[src/rtl/cache_mem_arbiter.sv]
// cache_mem_arbiter
//   Shares a single 32-bit memory port between ICache refills, DCache refills
//   and DCache write-backs. Every transaction moves one 128-bit line as four
//   32-bit beats. Requests are only looked at in IDLE, and there they are
//   granted by fixed priority: write-back, then DCache read, then ICache read.
//
// Ports
//   clk, rst                   clock, synchronous active-high reset
//   i_rd_req / i_rd_addr       ICache refill request (level) and address
//   i_ret_valid / i_ret_data   ICache refill done pulse and assembled line
//   d_rd_req / d_rd_addr       DCache refill request (level) and address
//   d_ret_valid / d_ret_data   DCache refill done pulse and assembled line
//   d_wr_req / d_wr_addr /
//   d_wr_data                  DCache write-back request, address and line
//   d_wr_ok                    write-back done pulse
//   mem_req / mem_we /
//   mem_addr / mem_addr_ok     memory address phase and its acceptance
//   mem_wdata                  current write beat
//   mem_data_ok / mem_rdata    beat handshake and read beat
module cache_mem_arbiter (
  input  logic         clk,
  input  logic         rst,
  input  logic         i_rd_req,
  input  logic [31:0]  i_rd_addr,
  output logic         i_ret_valid,
  output logic [127:0] i_ret_data,
  input  logic         d_rd_req,
  input  logic [31:0]  d_rd_addr,
  output logic         d_ret_valid,
  output logic [127:0] d_ret_data,
  input  logic         d_wr_req,
  input  logic [31:0]  d_wr_addr,
  input  logic [127:0] d_wr_data,
  output logic         d_wr_ok,
  output logic         mem_req,
  output logic         mem_we,
  output logic [31:0]  mem_addr,
  input  logic         mem_addr_ok,
  output logic [31:0]  mem_wdata,
  input  logic         mem_data_ok,
  input  logic [31:0]  mem_rdata
);

  typedef enum logic [1:0] {IDLE, ADDR, DATA, DONE} state_t;
  typedef enum logic [1:0] {OWN_NONE, OWN_W, OWN_D, OWN_I} owner_t;

  state_t             state_q, state_d;
  owner_t             owner_q;
  logic [31:0]        addr_q;
  logic [3:0][31:0]   wline_q;
  logic [3:0][31:0]   rline_q;
  logic [1:0]         cnt_q;
  logic [127:0]       i_data_q;
  logic [127:0]       d_data_q;

  // Lines are always fetched whole, so the offset bits of the request
  // addresses never reach the memory port.
  logic unused_offset_bits;
  assign unused_offset_bits = ^{i_rd_addr[3:0], d_rd_addr[3:0], d_wr_addr[3:0]};

  assign i_ret_data = i_data_q;
  assign d_ret_data = d_data_q;

  always_ff @(posedge clk) begin
    if (rst) state_q <= IDLE;
    else     state_q <= state_d;
  end

  // Next-state and memory-port outputs. Everything defaults to zero so the
  // port is quiet in every state except the one that owns a given signal.
  always_comb begin
    state_d     = state_q;
    mem_req     = 1'b0;
    mem_we      = 1'b0;
    mem_addr    = 32'h0;
    mem_wdata   = 32'h0;
    i_ret_valid = 1'b0;
    d_ret_valid = 1'b0;
    d_wr_ok     = 1'b0;
    case (state_q)
      IDLE: begin
        if (d_wr_req || d_rd_req || i_rd_req) state_d = ADDR;
      end
      ADDR: begin
        mem_req  = 1'b1;
        mem_addr = addr_q;
        mem_we   = (owner_q == OWN_W);
        if (mem_addr_ok) state_d = DATA;
      end
      DATA: begin
        if (owner_q == OWN_W) mem_wdata = wline_q[cnt_q];
        if (mem_data_ok && cnt_q == 2'd3) state_d = DONE;
      end
      DONE: begin
        i_ret_valid = (owner_q == OWN_I);
        d_ret_valid = (owner_q == OWN_D);
        d_wr_ok     = (owner_q == OWN_W);
        state_d     = IDLE;
      end
      default: state_d = IDLE;
    endcase
  end

  // Datapath: grant latching in IDLE, beat capture in DATA. The final beat
  // is merged straight into the owner's return register so the line is
  // already complete during the DONE pulse and then simply holds.
  always_ff @(posedge clk) begin
    if (rst) begin
      owner_q  <= OWN_NONE;
      addr_q   <= 32'h0;
      wline_q  <= '0;
      rline_q  <= '0;
      cnt_q    <= 2'd0;
      i_data_q <= 128'h0;
      d_data_q <= 128'h0;
    end else begin
      case (state_q)
        IDLE: begin
          cnt_q <= 2'd0;
          if (d_wr_req) begin
            owner_q <= OWN_W;
            addr_q  <= {d_wr_addr[31:4], 4'h0};
            wline_q <= d_wr_data;
          end else if (d_rd_req) begin
            owner_q <= OWN_D;
            addr_q  <= {d_rd_addr[31:4], 4'h0};
          end else if (i_rd_req) begin
            owner_q <= OWN_I;
            addr_q  <= {i_rd_addr[31:4], 4'h0};
          end
        end
        DATA: begin
          if (mem_data_ok) begin
            cnt_q <= cnt_q + 2'd1;
            if (owner_q != OWN_W) rline_q[cnt_q] <= mem_rdata;
            if (cnt_q == 2'd3) begin
              if (owner_q == OWN_I)
                i_data_q <= {mem_rdata, rline_q[2], rline_q[1], rline_q[0]};
              if (owner_q == OWN_D)
                d_data_q <= {mem_rdata, rline_q[2], rline_q[1], rline_q[0]};
            end
          end
        end
        default: ;
      endcase
    end
  end

endmodule

[config.mk]
export PLATFORM = sky130hd
export DESIGN_NAME = cache_mem_arbiter
export DESIGN_NICKNAME = d
export VERILOG_FILES = /design/src/rtl/cache_mem_arbiter.sv
export SDC_FILE = /design/constraint.sdc
export NUM_CORES = 1
export LEC_CHECK = 0
export BUFFER_PORTS_ARGS = -buffer_cell sky130_fd_sc_hd__buf_2
export CAP_MARGIN = 10
export CORE_MARGIN = 4
export CORE_UTILIZATION = 30
export DETAILED_ROUTE_END_ITERATION = 6
export RECOVER_POWER = 100
export SLEW_MARGIN = 20
export SYNTH_ARGS = -nofsm -noshare
export SYNTH_HDL_FRONTEND = slang
export SYNTH_SLANG_ARGS = --single-unit
[constraint.sdc]
create_clock -name clk -period 1.73 [get_ports clk]
set_input_delay 0.346 -clock clk [delete_from_list [all_inputs] [get_ports clk]]
set_output_delay 0.346 -clock clk [all_outputs]
set_load 0.005 [all_outputs]
# After elaboration in Yosys (flattened, before gate mapping)
# Index checks and enable logic that the tools add are counted.
# word_totals
regBits	550
wordCells	68
output_inout_bits	325
in_bits	263
# classes
muxes	25
n_lt_le_gt_ge	2
add_sub_neg	1
n_eq_ne	12
reduce_logical	14
# ops
operator	count
$mux W32	8
$bwmux W128	1
$bmux W32 S2	1
$demux W32 S2	1
$mux W2	7
$eq A2 B2 Y1 const B	5
$ne A2 B2 Y1 const B	4
$pmux W2 S4	1
$reduce_and A4 Y1	2
$reduce_and A2 Y1	3
$reduce_and A3 Y1	2
$mux W1	5
$eq A2 B1 Y1 const B	2
$pmux W2 S2	1
$lt A2 B3 Y1 const B	1
$reduce_bool A3 Y1	1
$add A2 B1 Y2 const B	1
$ge A2 B1 Y1 const B	1
$logic_and A1 B1 Y1	2
$logic_not A2 Y1	1
$logic_or A1 B1 Y1	2
$ne A2 B1 Y1 const B	1
$reduce_bool A2 Y1	1

# Longest topological paths before layout
# depth
depth_word	5
depth_mapped	9
ltp_nobuf	5

# Worst setup path before layout
# No wires, ideal clock.
# synth_timing
path_type	reg-to-reg
startpoint	reg cnt_q[1]
endpoint	reg rline_q[33] (netlist bit)
path_buffers	4
slack_ns	-0.190
stages_incl_launch_ff	10
setup_time_ns	0.070
synth_period_minus_slack_ns	1.920
t_required_ns	1.660
arrival_ns	1.850
cell_sequence	dfxtp_1 buf_2 buf_1 inv_1 ha_1 clkbuf_1 inv_1 clkbuf_1 o31ai_1 a21oi_1
# synth_via
elab_chain_len	5
elab_cells_between_ends	6
cone_classes	order compare (2); mux (3); reduce/logical (1)
# synth_rtl
element	line	rtl
start: declaration	52	logic [1:0] cnt_q;
start signal: assignment	134	cnt_q <= cnt_q + 2'd1;
$lt A2 B3 Y1 (implied by the code) / $ge A2 B1 Y1 (equally long branches)	135	if (owner_q != OWN_W) rline_q[cnt_q] <= mem_rdata;
$logic_and A1 B1 Y1 (implied by the code)	135	
$mux W32 (implied by the code)	135	
$demux W32 S2 (*)	135	
$bwmux W128 (*)	135	
end signal: indexed assignment	135	
end: declaration	51	logic [3:0][31:0] rline_q;
# Every way passes the cells marked *; elsewhere a longest branch is shown, timed or not.
# A chain may end at the register's enable or synchronous reset.

# Final worst setup path
# layout_timing
startpoint	reg cnt_q[0]
endpoint	out mem_wdata[25]
# layout_via
elab_chain_len	4
# layout_rtl
element	line	rtl
$bmux W32 S2	91	if (owner_q == OWN_W) mem_wdata = wline_q[cnt_q];
$mux W32 (implied by the code)	91	
$mux W32	91	
$mux W32	80	case (state_q)
end: declaration	39	output logic [31:0] mem_wdata,
# Every way passes these cells. The select of a mux whose other input is x is not followed.

==> results.tsv <==
stage	metric	value	unit
floorplan	die_y	274	um
floorplan	core_area	70000	um2
clock_network	htreeDepth	2	
logic_synthesis	yosys.area.top_type_share	0.486	
grt	grt_use_total	0.232	
grt	grt_max_degree	139	
sta	slew_headroom	0.133	
clock_network	path_clk_slew	0.06	ns
logic_synthesis	syn_inst	2510	
finish	area_delta_synth_final	71.6	%
status	status	complete, but fails checks	
finish	multi_input_area	13500	um2
finish	fin_nets	3531	
critical_path	r2r_start	cnt_q[0]$_SDFFE_PP0P_	
job	drv_cap	0	
min_path	min_delay_worst_endpoint	wline_q[92]$_SDFFE_PP0P_	
floorplan	die-area	74900	um2
drt	ant_nets	0	
critical_path	crit_path_end_kind	output port	
finish	drive_gt1_frac	0.454	
logic_synthesis	yosysUniqueCellTypes	34	
placed_design	gp_congestion	0.856	
placed_design	io_buffer_count	571	
critical_path	r2r-end	i_ret_data[118]$_SDFFE_PP0P_	
logic_synthesis	seq_area_frac_synth	0.486	
drt	wl_per_cell	24.4	um
sta	tightest_slew	1.30	ns
sta	skew	0.0314	ns
finish	fill_cells	6173	
sta	clock.fmax	0.408	GHz
critical_path	worst_ep_required_time	1.38	ns
critical_path	cp-startpoint	cnt_q[0]$_SDFFE_PP0P_	
sta	period_needed	2.45	ns
grt	met3_usage	0.0507	
critical_path	reg2reg_slack	-0.52	ns
grt	grtUsageMet1	0.297	
status	violations	setup timing	
floorplan	die_w	274	um
clock_network	cts_tree	built	
drt	drt_iter0_markers	1864	
sta	fin_crit_sh	1.42	
logic_synthesis	avgSynthCellArea	8.43	um2
clock_network	clock_latency	0.63	ns
grt	grt_pass1_wl	134	mm
pwr	p_leak	0.0127	uW
grt	gr-total-overflow	0	
finish	design_area	36300	um2
sta	rsz0062_at_grt	yes	
logic_synthesis	synth.area.top_cells	dfxtp_1 49%, a21oi_1 11%, nand3_1 6.1%	
grt	grt_most_used_layer	met2	
clock_network	cts-root-buf	clkbuf_16	
clock_network	cts.sinks	514	
grt	antenna_found_initial	6	
clock_network	cts_made_buffers	58	
placed_design	place_hpwl	56.0	mm
critical_path	path_class	reg2out	
critical_path	cp.arrival	2.11	ns
sta	finalHoldViolCount	0	
floorplan	num_io_pins	588	
sta	drv_slew	0	
drt	vias	23355	
grt	grt_pass1_vias	21236	
min_path	min-delay-start	d_wr_data[92]	
critical_path	reg2reg_depth	14	
min_path	whs_path_depth	3	
logic_synthesis	synth_area	21200	um2
logic_synthesis	yosys_warnings	0	
grt	use_met2	0.385	
sta	worst_slack	-0.723	ns
logic_synthesis	synth_area_leader_cell	dfxtp_1	
min_path	min_path_type	in2reg	
pwr	powerDensity	1040	nW/um2
placed_design	placed_cell_area	25600	um2
clock_network	clockBufferDepth	3	
drt	vias_per_cell	5.49	
sta	finalSetupViolCount	376	
pwr	p_total	37800	uW
floorplan	num_rows	97	
drt	drcViolationCount	0	
drt	dr.pass1.iters	5	
floorplan	start_util	0.302	
drt	finalWirelength	104	mm
logic_synthesis	synth_seq_cells	514	
pwr	ir_worst_vdd	0.000953	V
critical_path	crit_fanout	3	
critical_path	start_kind	flop	
finish	area.sequential	10300	um2
layer usage:
metal	vias up	wire (um)
li1	10611	-
met1	11436	41900
met2	1073	49500
met3	233	8090
met4	2	4230
met5	-	12
power by group:
part	internal, uW	switching, uW	leakage [uW]	total, uW
Combinational	4560	7200	0.00758	11800
Clock	7450	5420	0.000979	12900
Sequential	12600	538	0.00417	13100
cell usage after synthesis (all sizes together):
library cell,count
buf,136
o21a,1
clkbuf,161
nor2b,1
and4,1
nand3,256
a22oi,1
o31ai,97
nand4,97
a21oi,481
a221oi,2
conb,1
and2,32
nor2,7
nand2,287
mux2i,30
ha,8
nand2b,4
o21ai,286
dfxtp,514
a211oi,2
and2b,2
a21boi,1
a22o,28
mux4,32
and3,32
inv,10
cells in the final DEF (no fill, tap or decap), types with 26 or more instances in the layout:
cell type / instances
buf_2: 369
nand2_1: 283
nand3_4: 47
mux2i_1: 30
buf_4: 61
o31ai_4: 91
clkbuf_16: 105
and2_4: 31
buf_12: 79
dlygate4sd3_1: 126
o21ai_2: 158
o21ai_0: 52
nand3_2: 94
nand4_1: 97
a21oi_2: 156
a22o_1: 28
buf_6: 96
mux4_2: 32
nand3_1: 115
clkbuf_1: 149
buf_16: 26
dfxtp_1: 508
buf_8: 32
and3_4: 27
o21ai_1: 63
a21oi_1: 325
per-stage QoR:
stage | worst slack [ns] | hold WS [ns] | instances | utilization | TNS (ns)
final | -0.723 | 0.0522 | 4255 | 0.519 | -127.71
after detailed placement | -0.127 | 0.443 | 3859 | 0.365 | -2.49
after global routing | -0.804 | 0.0240 | 4253 | 0.518 | -161.73
after floorplan | 0.00916 | 0.433 | 2513 | - | 0
after CTS | -0.771 | 0.00144 | 4165 | 0.444 | -72.58
after global placement | -0.109 | 0.439 | 3859 | 0.365 | -2.21
layout make-up:
class                           count  area share
Tap cell                          940      0.0324
Inverter                           10     0.00234
Clock inverter                     29     0.00817
Multi-Input combinational cell   1694       0.373
Timing Repair inverter              1    0.000241
Sequential cell                   514       0.284
Timing Repair Buffer              981       0.254
Antenna cell                        5    0.000345
Clock buffer                       81      0.0465
logic make-up (layout without fill, tap and decap cells):
| family | Yosys count | after routing | synth area share |
|---|---|---|---|
| AO/OA/AOI/OAI | 899 | 899 | 0.230 |
| AND/OR/NAND/NOR | 719 | 721 | 0.163 |
| flip-flops | 514 | 514 | 0.486 |
| buffers and inverters | 307 | 1102 | 0.0675 |
| multiplexers | 62 | 62 | 0.0482 |
| adder cells (fa/ha/maj) | 8 | 8 | 0.00473 |
| other | 1 | 9 | 0.000177 |
how the worst max path moves through the flow:
stage / slack, ns / end
after floorplan: 0.009 / rline_q[33]$_SDFFE_PP0P_
after global placement: -0.11 / mem_wdata[15]
after detailed placement: -0.13 / mem_wdata[18]
after CTS: -0.77 / mem_wdata[29]
after global routing: -0.80 / mem_wdata[25]
final: -0.72 / mem_wdata[25]
worst max-delay path, stage by stage, from the launching register on:
cell     delay [ns]
dfxtp_4        0.39
buf_8          0.14
buf_6          0.10
buf_6          0.08
mux4_2         0.48
and3_4         0.17
buf_6          0.13
timing repair:
item                                   in CTS  in global routing
setup buffers                              46                 47
setup endpoints to repair                 107                476
cloned                                     28                 60
resized for setup                         288                973
endpoints found under the hold margin     131                  0
hold buffers                              126                  0
pin swaps                                  87                392
state kept, by name, indices dropped and copies added (netlist names):
name and count:
d_ret_data 128, addr_q 28, rline_q 96, owner_q 2, cnt_q 2, i_ret_data 128
state_q 2, wline_q 128
Note: power is estimated with default switching activity, not from simulation.
